===== src/rtl/uart_rx_fifo.sv =====
// rtl/uart_rx_fifo.sv - UART receiver with runtime frame format, error flags and receive FIFO
//
// Optional feature macro: UART_RX_MAJORITY_EN
//   defined   : each bit is the 2-of-3 vote of rx_s around the sample point and
//               the decision is taken one cycle after the sample point.
//               A divider below 4 keeps the receiver in IDLE.
//   undefined : each bit is a single sample at the sample point.
//               A divider below 2 keeps the receiver in IDLE.
//
// Ports:
//   clock_i          clock, all logic on posedge
//   reset_ni         asynchronous active-low reset
//   serial_i         asynchronous serial line, idle high
//   clock_divider_i  clock cycles per bit
//   data_bits_i      data bits: 0:5, 1:6, 2:7, 3:8
//   parity_bit_i     1: a parity bit follows the data
//   parity_even_i    1: even parity, 0: odd parity
//   stop_bits_i      0: one stop bit, 1: two stop bits
//   pop_i            consume the head entry while ready_o=1
//   clear_overrun_i  clear overrun_o
//   data_o           head data, zero-extended above the data width
//   ready_o          FIFO non-empty
//   parity_error_o   head entry had a parity mismatch
//   framing_error_o  head entry had a 0 stop bit
//   break_o          head entry is a break
//   overrun_o        sticky: a character was dropped on a full FIFO
//   fifo_count_o     entries held
module uart_rx_fifo #(
    parameter int CLOCK_DIVIDER_WIDTH = 16,
    parameter int FIFO_DEPTH          = 8,
    parameter int FIFO_ADDR_WIDTH     = 3
) (
    input  logic                           clock_i,
    input  logic                           reset_ni,
    input  logic                           serial_i,
    input  logic [CLOCK_DIVIDER_WIDTH-1:0] clock_divider_i,
    input  logic [1:0]                     data_bits_i,
    input  logic                           parity_bit_i,
    input  logic                           parity_even_i,
    input  logic                           stop_bits_i,
    input  logic                           pop_i,
    input  logic                           clear_overrun_i,
    output logic [7:0]                     data_o,
    output logic                           ready_o,
    output logic                           parity_error_o,
    output logic                           framing_error_o,
    output logic                           break_o,
    output logic                           overrun_o,
    output logic [FIFO_ADDR_WIDTH:0]       fifo_count_o
);

    localparam int CDW = CLOCK_DIVIDER_WIDTH;
    localparam logic [FIFO_ADDR_WIDTH:0] DEPTH = (FIFO_ADDR_WIDTH+1)'(FIFO_DEPTH);
`ifdef UART_RX_MAJORITY_EN
    localparam logic [CDW-1:0] MIN_DIV = CDW'(4);
`else
    localparam logic [CDW-1:0] MIN_DIV = CDW'(2);
`endif

    typedef enum logic [2:0] {
        S_IDLE, S_START, S_DATA, S_PARITY, S_STOP, S_BREAK_WAIT
    } state_t;

    state_t state_q, state_d;

    logic [1:0]     sync_q;
    logic           rx_s;
    logic [CDW-1:0] div_q, timer_q, half;
    logic           tick, bit_val;
    logic [1:0]     nbits_q;
    logic           par_en_q, par_even_q, stop2_q;
    logic [2:0]     bit_cnt_q;
    logic           stop_cnt_q;
    logic [7:0]     shreg_q;
    logic           par_err_q, frm_err_q, zero_q;
    logic           start_frame, push, last_data, in_frame;
    logic [10:0]    push_word;

    assign rx_s = sync_q[1];
    assign half = {1'b0, div_q[CDW-1:1]};

    always_ff @(posedge clock_i or negedge reset_ni) begin
        if (!reset_ni) sync_q <= 2'b11;
        else           sync_q <= {sync_q[0], serial_i};
    end

`ifdef UART_RX_MAJORITY_EN
    // hist_q[1] holds rx_s from the cycle before the sample point, hist_q[0]
    // the sample point itself; the vote completes with the current rx_s.
    logic [1:0] hist_q;
    always_ff @(posedge clock_i or negedge reset_ni) begin
        if (!reset_ni) hist_q <= 2'b11;
        else           hist_q <= {hist_q[0], rx_s};
    end
    assign tick    = (timer_q == half - CDW'(1));
    assign bit_val = (hist_q[1] & hist_q[0]) | (hist_q[1] & rx_s) | (hist_q[0] & rx_s);
`else
    assign tick    = (timer_q == half);
    assign bit_val = rx_s;
`endif

    assign last_data = (bit_cnt_q == ({1'b0, nbits_q} + 3'd4));
    assign in_frame  = (state_q == S_START) || (state_q == S_DATA) ||
                       (state_q == S_PARITY) || (state_q == S_STOP);
    // Break: every bit of the frame including the final stop bit sampled 0.
    assign push_word = {zero_q & ~bit_val, frm_err_q | ~bit_val, par_err_q, shreg_q};

    always_ff @(posedge clock_i or negedge reset_ni) begin
        if (!reset_ni) state_q <= S_IDLE;
        else           state_q <= state_d;
    end

    always_comb begin
        state_d     = state_q;
        start_frame = 1'b0;
        push        = 1'b0;
        case (state_q)
            S_IDLE: begin
                if (!rx_s && clock_divider_i >= MIN_DIV) begin
                    state_d     = S_START;
                    start_frame = 1'b1;
                end
            end
            S_START: begin
                if (tick) state_d = bit_val ? S_IDLE : S_DATA;
            end
            S_DATA: begin
                if (tick && last_data) state_d = par_en_q ? S_PARITY : S_STOP;
            end
            S_PARITY: begin
                if (tick) state_d = S_STOP;
            end
            S_STOP: begin
                if (tick && (stop_cnt_q == stop2_q)) begin
                    push    = 1'b1;
                    state_d = push_word[10] ? S_BREAK_WAIT : S_IDLE;
                end
            end
            S_BREAK_WAIT: begin
                if (rx_s) state_d = S_IDLE;
            end
            default: state_d = S_IDLE;
        endcase
    end

    always_ff @(posedge clock_i or negedge reset_ni) begin
        if (!reset_ni) begin
            div_q      <= '0;
            timer_q    <= '0;
            nbits_q    <= '0;
            par_en_q   <= 1'b0;
            par_even_q <= 1'b0;
            stop2_q    <= 1'b0;
            bit_cnt_q  <= '0;
            stop_cnt_q <= 1'b0;
            shreg_q    <= '0;
            par_err_q  <= 1'b0;
            frm_err_q  <= 1'b0;
            zero_q     <= 1'b0;
        end else if (start_frame) begin
            div_q      <= clock_divider_i;
            timer_q    <= clock_divider_i - CDW'(1);
            nbits_q    <= data_bits_i;
            par_en_q   <= parity_bit_i;
            par_even_q <= parity_even_i;
            stop2_q    <= stop_bits_i;
            bit_cnt_q  <= '0;
            stop_cnt_q <= 1'b0;
            shreg_q    <= '0;
            par_err_q  <= 1'b0;
            frm_err_q  <= 1'b0;
            zero_q     <= 1'b1;
        end else if (in_frame) begin
            timer_q <= (timer_q == '0) ? div_q - CDW'(1) : timer_q - CDW'(1);
            if (tick) begin
                if (bit_val) zero_q <= 1'b0;
                case (state_q)
                    S_DATA: begin
                        shreg_q[bit_cnt_q] <= bit_val;
                        bit_cnt_q          <= bit_cnt_q + 3'd1;
                    end
                    S_PARITY: par_err_q <= bit_val != (par_even_q ? ^shreg_q : ~^shreg_q);
                    S_STOP: begin
                        stop_cnt_q <= 1'b1;
                        if (!bit_val) frm_err_q <= 1'b1;
                    end
                    default: ;
                endcase
            end
        end
    end

    logic [10:0]                mem_q [FIFO_DEPTH];
    logic [FIFO_ADDR_WIDTH-1:0] wr_ptr_q, rd_ptr_q;
    logic [FIFO_ADDR_WIDTH:0]   count_q;
    logic                       full, pop_en, wr_en;
    logic [10:0]                head;

    assign full   = (count_q == DEPTH);
    assign pop_en = pop_i && (count_q != '0);
    // A simultaneous pop frees a slot, so a push into a full FIFO still lands.
    assign wr_en  = push && (!full || pop_en);

    always_ff @(posedge clock_i) begin
        if (wr_en) mem_q[wr_ptr_q] <= push_word;
    end

    always_ff @(posedge clock_i or negedge reset_ni) begin
        if (!reset_ni) begin
            wr_ptr_q  <= '0;
            rd_ptr_q  <= '0;
            count_q   <= '0;
            overrun_o <= 1'b0;
        end else begin
            if (wr_en)  wr_ptr_q <= wr_ptr_q + 1'b1;
            if (pop_en) rd_ptr_q <= rd_ptr_q + 1'b1;
            if (wr_en && !pop_en)      count_q <= count_q + 1'b1;
            else if (!wr_en && pop_en) count_q <= count_q - 1'b1;
            if (push && full && !pop_en) overrun_o <= 1'b1;
            else if (clear_overrun_i)    overrun_o <= 1'b0;
        end
    end

    assign head            = mem_q[rd_ptr_q];
    assign ready_o         = (count_q != '0);
    assign fifo_count_o    = count_q;
    assign data_o          = ready_o ? head[7:0] : 8'h00;
    assign parity_error_o  = ready_o & head[8];
    assign framing_error_o = ready_o & head[9];
    assign break_o         = ready_o & head[10];

endmodule


===== config.mk =====
export PLATFORM = sky130hd
export DESIGN_NAME = uart_rx_fifo
export DESIGN_NICKNAME = d
export VERILOG_FILES = /design/src/rtl/uart_rx_fifo.sv
export SDC_FILE = /design/constraint.sdc
export NUM_CORES = 1
export LEC_CHECK = 0
export ABC_AREA = 1
export BUFFER_PORTS_ARGS = -buffer_cell sky130_fd_sc_hd__buf_2
export CORE_ASPECT_RATIO = 0.8
export CORE_MARGIN = 1.5
export CORE_UTILIZATION = 30
export CTS_CLUSTER_DIAMETER = 150
export DETAILED_ROUTE_END_ITERATION = 16
export HOLD_SLACK_MARGIN = 0.1
export PLACE_DENSITY = 0.46
export SLEW_MARGIN = 40
export SYNTH_ARGS = -nofsm -noshare
export SYNTH_HDL_FRONTEND = slang
export SYNTH_SLANG_ARGS = --single-unit

===== constraint.sdc =====
create_clock -name clock_i -period 2.8 [get_ports clock_i]
set_clock_uncertainty 0.15 [all_clocks]
set_input_delay 0.56 -clock clock_i [delete_from_list [all_inputs] [get_ports clock_i]]
set_output_delay 0.56 -clock clock_i [all_outputs]
set_load 0.02 [all_outputs]

==> results of run 1 <==
## critical path, stage by stage, from the launching register on
cell and delay [ns]:
dfrtp_1 0.40, inv_2 0.07, nand2_2 0.05, a21oi_2 0.13, nand4_1 0.21, nor4_4 0.36, nand2_2 0.15, nor2_4 0.13
inv_2 0.05, nor3_2 0.17, ha_2 0.20, inv_2 0.06, ha_4 0.20, a21o_1 0.16, a21oi_2 0.14, nand2_1 0.06
nand2_1 0.07, nor2_2 0.04, xor2_1 0.13
## repair_timing
action,4_1_cts,5_1_grt
gates resized for setup,4,21
endpoints found under the setup margin,3,6
gates cloned,0,1
hold buffers,2,0
endpoints found under the hold margin,67,0
pin swaps,0,13
buffers inserted,1,4
## metrics by stage
step | setup TNS, ns | area [sq um]
floorplan | -0.0374 | 7830
global placement | -0.216 | 9140
detailed placement | -0.275 | 9140
CTS | -0.164 | 9800
global route | -2.63 | 9920
finish | -0.716 | 9920
## how the worst max path moves through the flow
| stage | cells past startpoint | from | end |
|---|---|---|---|
| 2_1_floorplan | 18 | div_q[5]$_DFFE_PN0P_ | fifo_count_o[3]$_DFFE_PN0P_ |
| 3_3_place_gp | 18 | div_q[15]$_DFFE_PN0P_ | fifo_count_o[3]$_DFFE_PN0P_ |
| 3_5_place_dp | 18 | timer_q[14]$_DFFE_PN0P_ | fifo_count_o[3]$_DFFE_PN0P_ |
| 4_1_cts | 18 | timer_q[14]$_DFFE_PN0P_ | fifo_count_o[3]$_DFFE_PN0P_ |
| 5_1_grt | 18 | div_q[15]$_DFFE_PN0P_ | fifo_count_o[3]$_DFFE_PN0P_ |
| 6_report | 18 | timer_q[14]$_DFFE_PN0P_ | fifo_count_o[3]$_DFFE_PN0P_ |
## power by group
part	internal, mW	switching, mW
registers	2.47	0.0424
clock network	1.21	1.14
logic	0.700	1.20
## cells by family (layout without fill, tap and decap cells)
| group | after synthesis | in the layout |
|---|---|---|
| AO/OA/AOI/OAI | 143 | 143 |
| XOR/XNOR | 25 | 25 |
| flip-flops | 156 | 156 |
| adder cells (fa/ha/maj) | 8 | 8 |
| buffers and inverters | 115 | 264 |
| AND/OR/NAND/NOR | 421 | 421 |
## cells in the final DEF (no fill, tap or decap), types with 3 or more instances in the layout
master / synthesis / layout
xnor2_1: 12 / 12
nand2_1: 186 / 184
xor2_1: 13 / 13
o22ai_1: 11 / 11
nand3_1: 38 / 38
nor2_1: 129 / 127
nor2_2: 5 / 7
inv_1: 68 / 63
nor3_1: 5 / 4
inv_2: 16 / 21
ha_1: 7 / 5
buf_6: 4 / 6
buf_2: 7 / 40
nand2_2: 16 / 18
nor2_4: 7 / 7
clkinv_8: 0 / 5
nand4_1: 19 / 19
a21oi_1: 12 / 10
clkbuf_16: 0 / 18
o21a_1: 3 / 3
dfrtp_1: 66 / 66
inv_8: 0 / 4
buf_4: 2 / 92
o21ai_0: 90 / 89
edfxtp_1: 88 / 88
a31oi_1: 12 / 11
buf_12: 0 / 7
o21ai_1: 11 / 12
## per-layer routing
layer	GRT usage, %	up-vias
met3	2.73	8
met1	24.2	2933
li1	-	3174
met5	0	-
met4	4.67	0
met2	25.3	88
## sequential cells by signal, summed over array words and instances, names as in the netlist, 3 cells and up
name          cells
state_q           3
wr_ptr_q          3
div_q            16
bit_cnt_q         3
rd_ptr_q          3
mem_q            88
timer_q          16
fifo_count_o      4
shreg_q           8
## final cells by class
class | count | area [sq um]
timing repair buffer | 148 | 1140
clock inverter | 15 | 185
clock buffer | 17 | 425
fill | 2564 | 15500
tap | 351 | 439
sequential | 156 | 4350
inverter | 84 | 315
multi-input combinational | 597 | 3060
==> results_dict.tcl, run 1 <==
set metrics [dict create \
    reg2reg_depth 18 \
    hold_depth 2 \
    antenna_found_initial 0 \
    wl_met3_um 648 \
    crit_path_max_fanout 3 \
    failed_checks "negative setup slack" \
    maxSlewHeadroom_pct 54.2 \
    hp-class "in2reg" \
    synthFlopType "edfxtp_1" \
    place_hpwl_mm 14.5 \
    vias 6203 \
    synth_nets 902 \
    wl_met2_mm 9.26 \
    r2r_start "timer_q[14]$_DFFE_PN0P_" \
    overflow 0 \
    nNetsFinal 1038 \
    area_delta_synth_final_pct 26.8 \
    cp_data_arrival_time_ns 3.22 \
    grt_start_max_net_pins 69 \
    synthTopCellsByArea "edfxtp_1 (34%), dfrtp_1 (21%), nand2_1 (8.9%)" \
    finalWirelength_mm 21.0 \
    initial_core_util_pct 30.8 \
    remaining_drc_errors 0 \
    layout-drive-gt1-share_pct 24.9 \
    rows 52 \
    slew_viol_final 0 \
    synthAdderAreaFrac_pct 1.38 \
    peakVddDrop_mv 0.407 \
    powerDensity_nw_per_um2 681 \
    yosys.area_share.simple_pct 24.4 \
    io_pins 43 \
    cp-end-kind "flip-flop" \
    status "complete, but fails checks" \
    pre_cts_ws_ns -0.223 \
    worstHoldStart "clear_overrun_i" \
    ys_seq_elements 156 \
    wl_met1_mm 10.9 \
    numClockSinks 156 \
    antenna_cells 0 \
    grt_pass1_wl_mm 34.0 \
    post-synth-top-count-cell "nand2_1" \
    finalNonFillerCells 1368 \
    leakage_nw 4.26 \
    routedWlPerCell_um 15.4 \
    netlist_area_sq_um 7830 \
    cts_buffers 17 \
    hold_viol 0 \
    required_ns 2.98 \
    post-route-util_pct 39.0 \
    fin_crit_ns 3.05 \
    setup_viol 3 \
    fp.dieW_um 184 \
    yosys.area.top_type "edfxtp_1" \
    setup_slack_ns -0.245 \
    post-place-cells 1328 \
    die-area_sq_um 27100 \
    core-area_sq_um 25400 \
    cts.path.max_buffers 2 \
    synth-async-reset-ratio_pct 43.6 \
    yosys.area.top_type_share_pct 33.8 \
    h-tree-depth 4 \
    fmax_ghz 0.328 \
    path_clk_slew_ns 0.07 \
    ant_nets 0 \
    synth-xor-area-share_pct 2.80 \
    portBuffers 42 \
    tightest_slew_ns 0.686 \
    holdWs_ns 0.152 \
    holdPathEnd "overrun_o$_DFFE_PN0P_" \
    clock-root-buffer "clkbuf_16" \
    yosys_warnings 0 \
    start_kind "flip-flop" \
    synth_cell_types 40 \
    drt_iter0_drc 389 \
    ys_seq_area_share_pct 55.5 \
    routabilityCongestion 0.815 \
    die_h_um 147 \
    power_mw 6.76 \
    synth.area.mux_share_pct 0 \
    regToRegEndpoint "fifo_count_o[3]$_DFFE_PN0P_" \
    synth-edff-count 88 \
    yosys-top-cells-count "nand2_1 (186), nor2_1 (129), o21ai_0 (90)" \
    highest_layer "met4" \
    setup.worst_path.class "reg2reg" \
    rrSetupSlack_ns -0.25 \
    routed_via_density 4.53 \
    avgSynthCellArea_sq_um 9.01 \
    synthCells 868 \
    clk-insertion-delay-late_ns 0.44 \
    cts_tree "done" \
    grt_pass1_vias 6075 \
    grt_usage_pct 16.6 \
    cap_violations 0 \
    synth_top_family_by_area "simple AND/OR/NAND/NOR gates" \
    rsz0062_at_grt "yes" \
    dr.pass1.iters 5 \
    post-route-period-util_pct 109 \
    synth-compound-area-share_pct 9.75 \
]
Note: power is estimated with default switching activity, not from simulation.
==> run 2: changes to the inputs <==
- CORE_ASPECT_RATIO: 0.8 -> not set
- PLACE_DENSITY: 0.46 -> 0.43
==> run 2 against run 1 <==
  * The flow still finishes with violations (negative setup slack)
  * Count of clock-buffer cells in the layout did not move
  * Flip-flop and latch count did not move
  * Sequential share of layout area is 0.69 points higher
  * Design area is 1.6% lower
  * Register-to-register slack better by 0.22 ns
  * Largest power group unchanged
  * Core utilization fell by 0.54 points
==> results_dict.tcl, run 2 (same netlist as run 1, synthesis figures left out) <==
set metrics [dict create \
    fin_crit_ns 2.86 \
    area_delta_synth_final_pct 24.8 \
    start_kind "flip-flop" \
    initial_core_util_pct 30.8 \
    numClockSinks 156 \
    worstHoldStart "clear_overrun_i" \
    cts_buffers 17 \
    required_ns 2.09 \
    drt_iter0_drc 290 \
    reg_top3 "mem_q: 88 flops, div_q: 16 flops, timer_q: 16 flops" \
    layout-drive-gt1-share_pct 23.5 \
    overflow 0 \
    grt_usage_pct 15.9 \
    largest_register_ffs 88 \
    cp_data_arrival_time_ns 2.15 \
    hp-class "in2reg" \
    antenna_found_initial 0 \
    status "complete, but fails checks" \
    h-tree-depth 4 \
    antenna_cells 0 \
    rsz0062_at_grt "yes" \
    place_hpwl_mm 14.0 \
    clock-root-buffer "clkbuf_16" \
    r2r_start "timer_q[14]$_DFFE_PN0P_" \
    layout_common_cells "nand2_1 (185), nor2_1 (129), o21ai_0 (89)" \
    hold_viol 0 \
    io_pins 43 \
    portBuffers 42 \
    final_area_sq_um 9770 \
    cts_tree "done" \
    dr.pass1.iters 4 \
    peakVddDrop_mv 0.382 \
    cp-end-kind "output port" \
    finalWirelength_mm 20.0 \
    maxSlewHeadroom_pct 62.0 \
    rrSetupSlack_ns -0.03 \
    regMostFlops "mem_q" \
    remaining_drc_errors 0 \
    cts.path.max_buffers 2 \
    crit_path_max_fanout 12 \
    nNetsFinal 1027 \
    tightest_slew_ns 0.566 \
    setup_slack_ns -0.0552 \
    regToRegEndpoint "fifo_count_o[3]$_DFFE_PN0P_" \
    routabilityCongestion 0.819 \
    reg2reg_depth 19 \
    routed_via_density 4.54 \
    clk-insertion-delay-late_ns 0.43 \
    path_clk_slew_ns 0.07 \
    powerDensity_nw_per_um2 675 \
    hold_depth 2 \
    die-area_sq_um 27100 \
    core-area_sq_um 25400 \
    setup_viol 6 \
    final_common_cell "nand2_1" \
    grt_pass1_wl_mm 32.5 \
    fmax_ghz 0.350 \
    dpl_cell_area_sq_um 9040 \
    leakage_nw 4.22 \
    grt_pass1_vias 6078 \
    fp.dieW_um 165 \
    slew_viol_final 0 \
    power_mw 6.59 \
    cap_violations 0 \
    holdPathEnd "overrun_o$_DFFE_PN0P_" \
    vias 6063 \
    setup.worst_path.class "reg2out" \
    rows 58 \
    routedWlPerCell_um 15.0 \
    die_h_um 165 \
    grt_start_max_net_pins 45 \
    ant_nets 0 \
    failed_checks "negative setup slack" \
    post-route-period-util_pct 102 \
]
[run 2: cell types whose count changed in the layout (fill, tap and decap cells not counted), sizes merged]
| cell | before | now |
|---|---|---|
| buf | 145 | 135 |
| clkbuf | 18 | 17 |
| clkinv | 7 | 10 |
| inv | 91 | 88 |
[run 2: area by class of cell]
cell class	instances	area, sq um
clock buffer	17	425
sequential	156	4350
inverter	84	319
timing repair buffer	137	1050
fill	2614	15600
tap	330	413
multi-input combinational	597	3040
clock inverter	15	178
[run 2: power by group]
| group | leakage, nW | switching, mW | internal, mW |
|---|---|---|---|
| logic | 2.26 | 1.16 | 0.645 |
| clock network | 0.293 | 1.08 | 1.20 |
| registers | 1.67 | 0.0328 | 2.47 |
[run 2: worst max-delay path, stage by stage, from the launching register on]
cell and delay, ns:
dfrtp_1 0.37, or3_1 0.39, nor2_1 0.23, clkinvlp_4 0.16, buf_12 0.16, o21ai_0 0.16
a31oi_1 0.07, buf_2 0.18
[run 2: worst max-delay path by stage]
stage | from | to | cells past startpoint
after floorplan | div_q[5]$_DFFE_PN0P_ | fifo_count_o[3]$_DFFE_PN0P_ | 18
after global placement | div_q[15]$_DFFE_PN0P_ | fifo_count_o[3]$_DFFE_PN0P_ | 19
after detailed placement | timer_q[14]$_DFFE_PN0P_ | fifo_count_o[3]$_DFFE_PN0P_ | 19
after CTS | timer_q[14]$_DFFE_PN0P_ | fifo_count_o[3]$_DFFE_PN0P_ | 19
after global routing | div_q[15]$_DFFE_PN0P_ | fifo_count_o[3]$_DFFE_PN0P_ | 18
final | fifo_count_o[0]$_DFFE_PN0P_ | parity_error_o | 7
[run 2: metrics by stage]
stage	TNS [ns]	cells	worst slack [ns]	util, %	hold slack, ns
2_1_floorplan	-0.0374	868	-0.0374	-	0.114
3_3_place_gp	-0.152	1296	-0.152	35.6	0.197
3_5_place_dp	-0.284	1296	-0.224	35.6	0.198
4_1_cts	-0.505	1331	-0.111	38.2	0.165
5_1_grt	-2.55	1336	-0.309	38.4	0.183
6_report	-0.122	1336	-0.0552	38.4	0.182
[run 2: metal layers]
layer,share of wire [%],vias up,track usage [%]
met5,0,-,0
met4,1.5,0,6.14
met3,2.0,17,2.11
met2,49,74,27.2
met1,48,2834,20.5
li1,-,3138,-
[run 2: repair_timing]
| action | in CTS | in global routing |
|---|---|---|
| pin swaps | 2 | 5 |
| buffers inserted | 1 | 5 |
| hold endpoints to repair | 37 | 0 |
| hold buffers | 2 | 0 |
| gates resized for setup | 7 | 6 |
| endpoints found under the setup margin | 13 | 15 |
==> run 3: changes to the inputs <==
- CORE_UTILIZATION: 30 -> 24
- MAX_ROUTING_LAYER: not set -> met4
- PLACE_DENSITY: 0.43 -> 0.36
==> run 3 against run 2 <==
  * The flow now finishes without violations
  * Setup slack improved by 0.11 ns
  * Register-to-register slack better by 0.09 ns
  * Critical path depth increased by 11
  * Design area grew 4.9%
  * Critical endpoint is now fifo_count_o[3]$_DFFE_PN0P_
==> results_dict.tcl, run 3 (same netlist as run 1, synthesis figures left out) <==
set metrics [dict create \
    status "finished, final reports clean" \
    vias 6245 \
    numClockSinks 156 \
    cts_tree "done" \
    io_pins 43 \
    fillers 3333 \
    setup.worst_path.class "reg2reg" \
    grt_start_max_net_pins 45 \
    place_hpwl_mm 15.5 \
    fmax_ghz 0.364 \
    path_clk_slew_ns 0.07 \
    rsz0062_at_grt "yes" \
    routabilityCongestion 0.845 \
    slew_viol_final 0 \
    leakage_nw 4.38 \
    overflow 0 \
    finalWirelength_mm 22.5 \
    layout_common_cells "nand2_1 (183), nor2_1 (124), buf_4 (105)" \
    swShare_pct 33.5 \
    setup_slack_ns 0.0555 \
    rows 65 \
    holdWs_ns 0.179 \
    grt_pass1_vias 6512 \
    required_ns 2.96 \
    cts_buffers 17 \
    grt_usage_pct 14.6 \
    fin_crit_ns 2.74 \
    cp_cell_sequence "inv_1 > nor2_1 > nor3_2 > nand4_1 > nor4_4 > nand2_4 > nor2_4 > inv_2 > nor3_2 > ha_2 > inv_2 > ha_4 > a21o_1 > a21oi_2 > nand2_1 > nand2_1 > nor2_2 > xor2_1" \
    p_switching_mw 2.25 \
    initial_core_util_pct 24.6 \
    fp.dieW_um 184 \
    routedWlPerCell_um 15.3 \
    ant_nets 0 \
    rrSetupSlack_ns 0.06 \
    area_delta_synth_final_pct 30.9 \
    tns_ns 0 \
    setup_viol 0 \
    cap_violations 0 \
    drt_iter0_drc 351 \
    worst_path_max_delay_cell "dfrtp_1" \
    h-tree-depth 4 \
    maxSlewHeadroom_pct 63.0 \
    portBuffers 42 \
    core-area_sq_um 31800 \
    largest_register_ffs 88 \
    cts.path.max_buffers 2 \
    max_stage_delay_ns 0.40 \
    start_kind "flip-flop" \
    cp-end-kind "flip-flop" \
    die_h_um 184 \
    clock-root-buffer "clkbuf_16" \
    pre_cts_ws_ns -0.157 \
    power_frac_seq_pct 37.3 \
    pwr-share-comb_pct 27.8 \
    remaining_drc_errors 0 \
    antenna_found_initial 0 \
    nNetsFinal 1057 \
    post-route-period-util_pct 98.0 \
    crit_path_max_fanout 3 \
    cp_data_arrival_time_ns 2.90 \
    powerDensity_nw_per_um2 656 \
    dr.pass1.iters 4 \
    hold_viol 0 \
    tightest_slew_ns 0.555 \
    layout-drive-gt1-share_pct 26.7 \
    regMostFlops "mem_q" \
    final_common_cell "nand2_1" \
    clk-insertion-delay-late_ns 0.43 \
    p_int_mw 4.47 \
    clockPowerShare_pct 34.9 \
    peakVddDrop_mv 0.439 \
    reg_top3 "mem_q: 88 flops, div_q: 16 flops, timer_q: 16 flops" \
    antenna_cells 0 \
    final_area_sq_um 10200 \
    hp-class "in2reg" \
    grt_pass1_wl_mm 36.2 \
    power_mw 6.72 \
    dpl_cell_area_sq_um 9320 \
    die-area_sq_um 33700 \
    routed_via_density 4.25 \
]
run 3: power groups by stage:
stage,Sequential [mW],Combinational (mW),Clock [mW]
3_5_place_dp,2.55,1.84,0
4_1_cts,2.51,1.86,2.42
6_report,2.51,1.86,2.35
3_3_place_gp,2.55,1.84,0
5_1_grt,2.51,2.10,2.53
2_1_floorplan,2.60,1.08,0
run 3: cell type report:
cell class	instances	area [sq um]	share of cell area (%)
flip-flops and latches	156	4350	42.4
multi-input cells	597	3080	30.1
repair buffers	167	1370	13.4
well taps	435	544	5.31
clock buffers	17	425	4.15
inverters	84	315	3.08
clock inverters	14	160	1.56
run 3: per-layer routing:
layer | part of all wire, % | track usage, % | routed length [um]
met1 | 48 | 18.4 | 10800
met2 | 49 | 23.9 | 10900
met3 | 1.8 | 2.26 | 400
met4 | 1.7 | 4.89 | 381
met5 | 0 | - | 0
run 3: worst max-delay path: cells and delay by family, from the launching register on:
family | cells | cell delay, ns
simple gates | 10 | 1.08
fa+ha+maj | 2 | 0.41
flops | 1 | 0.40
compound gates | 2 | 0.28
buf+inv | 3 | 0.17
xor+xnor | 1 | 0.13
run 3: timing repair:
item / in CTS / in global routing
resized for setup: 12 / 20
hold buffers: 2 / 0
pin swaps: 14 / 14
gates cloned: 0 / 2
hold endpoints to repair: 35 / 0
endpoints found under the setup margin: 10 / 95
buffers inserted: 27 / 2
run 3: worst paths after layout:
kind,startpoint,to,depth (start not counted)
min in group asynchronous,reset_ni,timer_q[2]$_DFFE_PN0P_,2
worst min register to register,sync_q[0]$_DFF_PN1_,sync_q[1]$_DFF_PN1_,0
worst max-delay path,div_q[5]$_DFFE_PN0P_,fifo_count_o[3]$_DFFE_PN0P_,18
worst max register to register,div_q[5]$_DFFE_PN0P_,fifo_count_o[3]$_DFFE_PN0P_,18
worst min-delay path,clear_overrun_i,overrun_o$_DFFE_PN0P_,2
max in group asynchronous,reset_ni,shreg_q[4]$_DFFE_PN0P_,3
run 3: metrics by stage:
step           cells  utilization [%]
2_1_floorplan    868                -
4_1_cts         1472             32.0
5_1_grt         1470             32.2
3_5_place_dp    1412             29.3
3_3_place_gp    1412             29.3
6_report        1470             32.2
